--- src/rtl/hvsp_op_sequencer.sv ---
// HVSP multi-frame operation sequencer: issues 1-4 shifter frames, captures the last SDO byte, optional RDY poll.
// Optional macro HVSP_SEQ_ABORT_EN adds op_abort / err_abort.
module hvsp_op_sequencer #(
   parameter int CLK_PER_US      = 24,
   parameter int POLL_TIMEOUT_US = 5000
) (
   input  logic        osc,
   input  logic        rst_n,
   input  logic        op_start,
   input  logic [1:0]  op_nframes,
   input  logic        op_poll,
   input  logic [31:0] op_sdi,
   input  logic [31:0] op_sii,
`ifdef HVSP_SEQ_ABORT_EN
   input  logic        op_abort,
   output logic        err_abort,
`endif
   output logic        busy,
   output logic        done,
   output logic        err_timeout,
   output logic [7:0]  result,
   output logic        shf_req,
   output logic [7:0]  shf_sdi,
   output logic [7:0]  shf_sii,
   input  logic        shf_ack,
   input  logic [10:0] shf_sdo,
   input  logic        sdo_pin
);

   localparam logic [2:0] IDLE     = 3'd0;
   localparam logic [2:0] ISSUE    = 3'd1;
   localparam logic [2:0] WAIT_ACK = 3'd2;
   localparam logic [2:0] POLL     = 3'd3;
   localparam logic [2:0] DONE     = 3'd4;

   localparam int PW = (CLK_PER_US > 1) ? $clog2(CLK_PER_US) : 1;

   logic [2:0]    state;
   logic [1:0]    nf_q;
   logic          poll_q;
   logic [31:0]   sdi_q;
   logic [31:0]   sii_q;
   logic [1:0]    idx;
   logic [PW-1:0] presc;
   logic [15:0]   us_cnt;
   logic          sdo_meta;
   logic          sdo_sync;
   logic          stop_req;
   logic          unused_sdo_lsbs;

   assign unused_sdo_lsbs = ^shf_sdo[2:0];

`ifdef HVSP_SEQ_ABORT_EN
   logic abort_pend;
   assign stop_req = abort_pend | op_abort;
`else
   assign stop_req = 1'b0;
`endif

   always_ff @(posedge osc or negedge rst_n) begin
      if (!rst_n) begin
         state       <= IDLE;
         nf_q        <= '0;
         poll_q      <= 1'b0;
         sdi_q       <= '0;
         sii_q       <= '0;
         idx         <= '0;
         presc       <= '0;
         us_cnt      <= '0;
         sdo_meta    <= 1'b0;
         sdo_sync    <= 1'b0;
         busy        <= 1'b0;
         done        <= 1'b0;
         err_timeout <= 1'b0;
         result      <= '0;
         shf_req     <= 1'b0;
         shf_sdi     <= '0;
         shf_sii     <= '0;
`ifdef HVSP_SEQ_ABORT_EN
         abort_pend  <= 1'b0;
         err_abort   <= 1'b0;
`endif
      end else begin
         sdo_meta <= sdo_pin;
         sdo_sync <= sdo_meta;
         done     <= 1'b0;
`ifdef HVSP_SEQ_ABORT_EN
         if ((state == ISSUE || state == WAIT_ACK) && op_abort)
            abort_pend <= 1'b1;
`endif
         case (state)
            IDLE: begin
               if (op_start) begin
                  nf_q        <= op_nframes;
                  poll_q      <= op_poll;
                  sdi_q       <= op_sdi;
                  sii_q       <= op_sii;
                  idx         <= '0;
                  busy        <= 1'b1;
                  err_timeout <= 1'b0;
`ifdef HVSP_SEQ_ABORT_EN
                  abort_pend  <= 1'b0;
                  err_abort   <= 1'b0;
`endif
                  state       <= ISSUE;
               end
            end
            ISSUE: begin
               shf_sdi <= sdi_q[{idx, 3'b000} +: 8];
               shf_sii <= sii_q[{idx, 3'b000} +: 8];
               shf_req <= 1'b1;
               state   <= WAIT_ACK;
            end
            WAIT_ACK: begin
               if (shf_ack) begin
                  shf_req <= 1'b0;
                  result  <= shf_sdo[10:3];
                  // A pending abort wins over both further frames and the RDY poll
                  if (stop_req) begin
`ifdef HVSP_SEQ_ABORT_EN
                     err_abort <= 1'b1;
`endif
                     state <= DONE;
                  end else if (idx == nf_q) begin
                     presc  <= PW'(CLK_PER_US - 1);
                     us_cnt <= '0;
                     state  <= poll_q ? POLL : DONE;
                  end else begin
                     idx   <= idx + 2'd1;
                     state <= ISSUE;
                  end
               end
            end
            POLL: begin
               if (sdo_sync) begin
                  state <= DONE;
`ifdef HVSP_SEQ_ABORT_EN
               end else if (op_abort) begin
                  err_abort <= 1'b1;
                  state     <= DONE;
`endif
               end else if (presc == '0) begin
                  presc  <= PW'(CLK_PER_US - 1);
                  us_cnt <= us_cnt + 16'd1;
                  // Leave on the tick that makes the count reach the limit
                  if (us_cnt == 16'(POLL_TIMEOUT_US - 1)) begin
                     err_timeout <= 1'b1;
                     state       <= DONE;
                  end
               end else begin
                  presc <= presc - PW'(1);
               end
            end
            DONE: begin
               done  <= 1'b1;
               busy  <= 1'b0;
               state <= IDLE;
            end
            default: state <= IDLE;
         endcase
      end
   end

endmodule

--- config.mk ---
export PLATFORM = sky130hd
export DESIGN_NAME = hvsp_op_sequencer
export DESIGN_NICKNAME = d
export VERILOG_FILES = /design/src/rtl/hvsp_op_sequencer.sv
export SDC_FILE = /design/constraint.sdc
export NUM_CORES = 1
export LEC_CHECK = 0
export BUFFER_PORTS_ARGS = -buffer_cell sky130_fd_sc_hd__buf_4
export CAP_MARGIN = 15
export CORE_UTILIZATION = 55
export DETAILED_ROUTE_END_ITERATION = 8
export PLACE_DENSITY = 0.84
export SLEW_MARGIN = 20
export SYNTH_ARGS = -nofsm -noshare
export SYNTH_HDL_FRONTEND = slang
export SYNTH_SLANG_ARGS = --single-unit
--- constraint.sdc ---
create_clock -name osc -period 2.15 [get_ports osc]
set_clock_uncertainty 0.05 [all_clocks]
set_input_delay 0.215 -clock osc [delete_from_list [all_inputs] [get_ports osc]]
set_output_delay 0.215 -clock osc [all_outputs]
set_load 0.005 [all_outputs]
-- Word-level counts from Yosys, hierarchy flattened
Index checks and enable logic that the tools add are counted.
- register bits: 123
- bits in latches: 0
- bits in writable memories: 0
- bits in read-only memories: 0
- input port bits: 83
- output and inout port bits: 28
- word-level logic and storage cells: 85
- memories: 0
- add/sub/neg operators: 3
- $mul: 0
- divide/modulo/power cells: 0
- order comparisons: 0
- eq/ne operators: 15
- shift operators: 2
- multiplexer cells: 32
- bitwise operators: 0
- reduce and logical (&&, ||, !) cells: 16
- operators by type and width (operator ; count):
    $mux W16 ; 4
    $shiftx A32 B6 Y8 ; 2
    $pmux W16 S2 ; 1
    $mux W3 ; 7
    $mux W5 ; 4
    $add A16 B1 Y16 const B ; 1
    $eq A16 B13 Y1 const B ; 1
    $ne A2 B2 Y1 const B ; 7
    $pmux W3 S4 ; 1
    $reduce_and A4 Y1 ; 3
    $pmux W5 S2 ; 1
    $reduce_and A5 Y1 ; 2
    $reduce_bool A2 Y1 ; 5
    $reduce_and A2 Y1 ; 4
    $mux W1 ; 7
    $eq A3 B2 Y1 const B ; 2
    $mux W2 ; 3
    $ne A3 B3 Y1 const B ; 2
    $pmux W1 S2 ; 3
    $logic_not A5 Y1 ; 1
    $sub A5 B1 Y5 const B ; 1
    $pmux W2 S2 ; 1
    $eq A3 B1 Y1 const B ; 1
    $eq A3 B3 Y1 const B ; 1
    3 further kinds ; 3

-- Depth between registers and ports, before layout
- word-level depth: 5
- depth in mapped cells: 8
- depth with buffers taken out: 6

-- Worst setup path before layout
No wires, ideal clock.
- kind: register to register
- start: register state[2]
- end: register sdi_q[21]
- setup time: 0.125 ns
- data arrival time: 1.535 ns
- data required time: 1.975 ns
- slack: 0.440 ns
- stages on the path, launching flop included: 8
- path buffers: 4
- clock period less this slack: 1.710 ns
- path through: dfrtp_1 > buf_2 > nor2_1 > and2_1 > buf_2 > buf_6 > buf_4 > mux2_2
- word-level cells in the longest chain between the ends: 2
- RTL lines (item ; line ; text):
    start, declared ; 38 ; logic [2:0] state;
    start signal, assigned ; 127 ; state <= poll_q ? POLL : DONE;
    $logic_not A3 Y1 ; 91 ; case (state)
    $reduce_and A2 Y1 (no line) ; - ;
    end signal, assigned ; 96 ; sdi_q <= op_sdi;
    end, declared ; 41 ; logic [31:0] sdi_q;
No other way between the ends.
A chain may end at the register's enable or synchronous reset.

-- Worst setup path after layout
- start: register presc[0]
- end: register us_cnt[14]
- word-level cells in the longest chain between the ends: 3
- RTL lines (item ; line ; text):
    start, declared ; 44 ; logic [PW-1:0] presc;
    start signal, assigned ; 125 ; presc <= PW'(CLK_PER_US - 1);
    start signal, assigned ; 143 ; presc <= PW'(CLK_PER_US - 1);
    start signal, assigned ; 151 ; presc <= presc - PW'(1);
    $logic_not A5 Y1 ; 142 ; end else if (presc == '0) begin
    $ne A2 B2 Y1 (no line) ; - ;
    $reduce_and A5 Y1 (no line) ; - ;
    end signal, assigned ; 144 ; us_cnt <= us_cnt + 16'd1;
    end, declared ; 45 ; logic [15:0] us_cnt;
No other way between the ends.

==> impl_metrics.toml <==
[clock_tree]
insertion_delay_ns = 0.51
cts_tree = "done"
cts_buffer_depth = 2
clk_pin_slew_worst_paths_ns = 0.06
root_buffer = "clkbuf_8"
htreeDepth = 4
clock-sinks = 123
cts-buffers-inserted = 17
cts_setup_buffers = 0

[global_route]
antenna_found_initial = 0
grt_pass1_vias = 4678
grt_max_degree = 46
grt_pass1_wl_um = 25700
grt.overflow.total = 0
grt.total_usage_pct = 34.0

[sta]
worst_pin_slew_ns = 0.550
setup_tns_ns = 0
fin_crit_sh_pct = 91.0
setup_viol_count_final = 0
rsz0062_at_grt = "no"
setup_slack_ns = 0.193
fmax_mhz = 511
relSlewSlack_pct = 63.3
hold_violations = 0
final-max-slew-violation-count = 0
finalCriticalPeriod_ns = 1.96

[cells_and_area]
num_antenna_cells = 0
n_fill_cell = 468
area_growth_pct = 41.7
drive_gt1_share_pct = 44.1
final_nets = 672
mostFrequentLayoutCell = "dfrtp_1"
regArea_mm2 = 0.00308
fin_area_mm2 = 0.00789
finalNonFillerCells = 732
multi_input_area_mm2 = 0.00233
layout_common_cells = "123 x dfrtp_1, 113 x buf_4, 92 x mux2_2, 77 x dlygate4sd3_1"

[drt]
routed_wl_um = 16500
first_pass_iters = 9
vias = 4418
drc = 1
drt-vias-per-instance = 6.04
wl_per_cell_um = 22.5
drt_iter0_drc = 327
ant_nets = 0

[die]
dieArea_mm2 = 0.0105
die_w_um = 103
core_area_mm2 = 0.00977
die_height_um = 103
start_util_pct = 57.0
ios = 111
fp-row-count = 36

[place]
portBuffers = 107
place.gp.congestion = 0.851
post-dp-hpwl_um = 7940
dp_cells = 624
post-place-ws_ns = 0.200
dpl_cell_area_mm2 = 0.00653

[synthesis]
synth_edf_count = 0
ys.flop_type = "dfrtp_1"
syn-num-nets = 482
synth_area_mm2 = 0.00557
synth_warnings = 0
ys_seq_elements = 123
ys_seq_area_share_pct = 55.3
synthDistinctLibCells = 57
ys_async_sr_fraction_pct = 100
avgSynthCellArea_um2 = 14.0
synth_cells = 397

[setup_path]
cp_num_buf_inv = 1
cpPeakStageDelay_ns = 0.55
rrSetupSlack_ns = 0.19
worstPathRequired_ns = 2.53
crit_chain = "inv_1, ha_1, nor4b_4, nand2_4, or4_4, o211ai_2"
cpMaxStageDelayCell = "or4_4"
worst-path-max-fanout = 18
endpoint_kind = "flop"
critPathKind = "reg -> reg"
crit_family = "simple AND/OR/NAND/NOR gates"
start_kind = "flop"
crit_arrival_ns = 2.34

[status]
status = "finished with violations"
violations = "design-rule violations"

[worst_hold_path]
hold_path.class = "in -> reg"

[power]
power_per_cell_area_mw_per_mm2 = 1400
p_leak_nw = 3.49
peakVddDrop_v = 0.000861

[job]
drv_cap = 0
-- per-layer routing --
metal / GRT usage, % / vias to the layer above / part of all wire, %
met3: 8.41 / 71 / 7.4
met4: 17.5 / 0 / 4.4
met5: 0 / - / 0
met2: 58.1 / 280 / 51
li1: - / 1865 / -
met1: 40.1 / 2202 / 37
-- final timing paths --
kind                                      start                endpoint  cells after the start
min reg2reg                  sdo_meta$_DFF_PN0_      sdo_sync$_DFF_PN0_                      0
max in group asynchronous                 rst_n  shf_sii[1]$_DFFE_PN0N_                      3
max reg2reg                presc[0]$_DFFE_PN0P_  us_cnt[14]$_DFFE_PN0P_                      6
min in group asynchronous                 rst_n   result[7]$_DFFE_PN0P_                      2
max                        presc[0]$_DFFE_PN0P_  us_cnt[14]$_DFFE_PN0P_                      6
min                                     shf_ack      idx[0]$_DFFE_PN0P_                      3
-- sequential cells by signal (all words and copies together), names as in the netlist --
name and cells:
shf_sii 8, us_cnt 16, poll_q 1, shf_sdi 8
sii_q 32, result 8, done 1, sdo_sync 1
sdo_meta 1, err_timeout 1, state 3, idx 2
sdi_q 32, presc 5, nf_q 2, shf_req 1
busy 1
-- Yosys cell counts, types with 5 or more instances --
master   count  area share, %
a31oi_1      5           0.56
and3_1       7           0.79
a21oi_1      8           0.72
o21ai_0      8           0.72
dfrtp_1    123             55
mux4_2      16            6.5
nor2_1       5           0.34
nand3_1     15            1.3
nand2_1     16            1.1
buf_2       14            1.3
inv_1        8           0.54
mux2_2      92             19
nor3_1       5           0.45
-- cell type report --
type	count	area share, %
clock buffer	22	5.62
clock inverter	9	1.84
inverter	8	0.381
multi-input combinational	243	29.5
sequential	123	39.0
tap	133	2.11
timing repair buffer	194	21.5
-- through the flow --
stage	hold slack, ns	power, mW	util [%]
6_report	0.0517	11.0	80.7
3_3_place_gp	0.175	7.36	66.8
4_1_cts	0.0223	10.6	80.7
5_1_grt	0.0622	11.5	80.7
2_1_floorplan	-0.131	6.42	-
3_5_place_dp	0.186	7.60	66.8
-- worst min-delay path: stages --
cell,delay (ns)
buf_4,0.12
a31o_2,0.15
a31oi_1,0.08
-- timing repair --
item	4_1_cts	5_1_grt
resized for setup	0	0
hold endpoints to repair	114	0
hold buffers	77	0
setup endpoints to repair	0	0
-- report_power, final --
group	internal, mW	leakage (nW)	switching, mW
logic	2.26	1.74	1.60
clock network	1.90	0.292	1.02
registers	3.38	1.46	0.873
total	7.54	3.49	3.50
-- cells by family (layout without fill, tap and decap cells) --
| family | count (synthesis) | count (layout) | synth area share [%] |
|---|---|---|---|
| flip-flops | 123 | 123 | 55.3 |
| buffers and inverters | 31 | 233 | 3.08 |
| XOR/XNOR | 5 | 5 | 0.922 |
| AO/OA/AOI/OAI | 46 | 46 | 5.98 |
| adder cells (fa/ha/maj) | 2 | 2 | 0.449 |
| AND/OR/NAND/NOR | 82 | 82 | 9.21 |
| multiplexers | 108 | 108 | 25.1 |
Note: power is estimated with default switching activity, not from simulation.
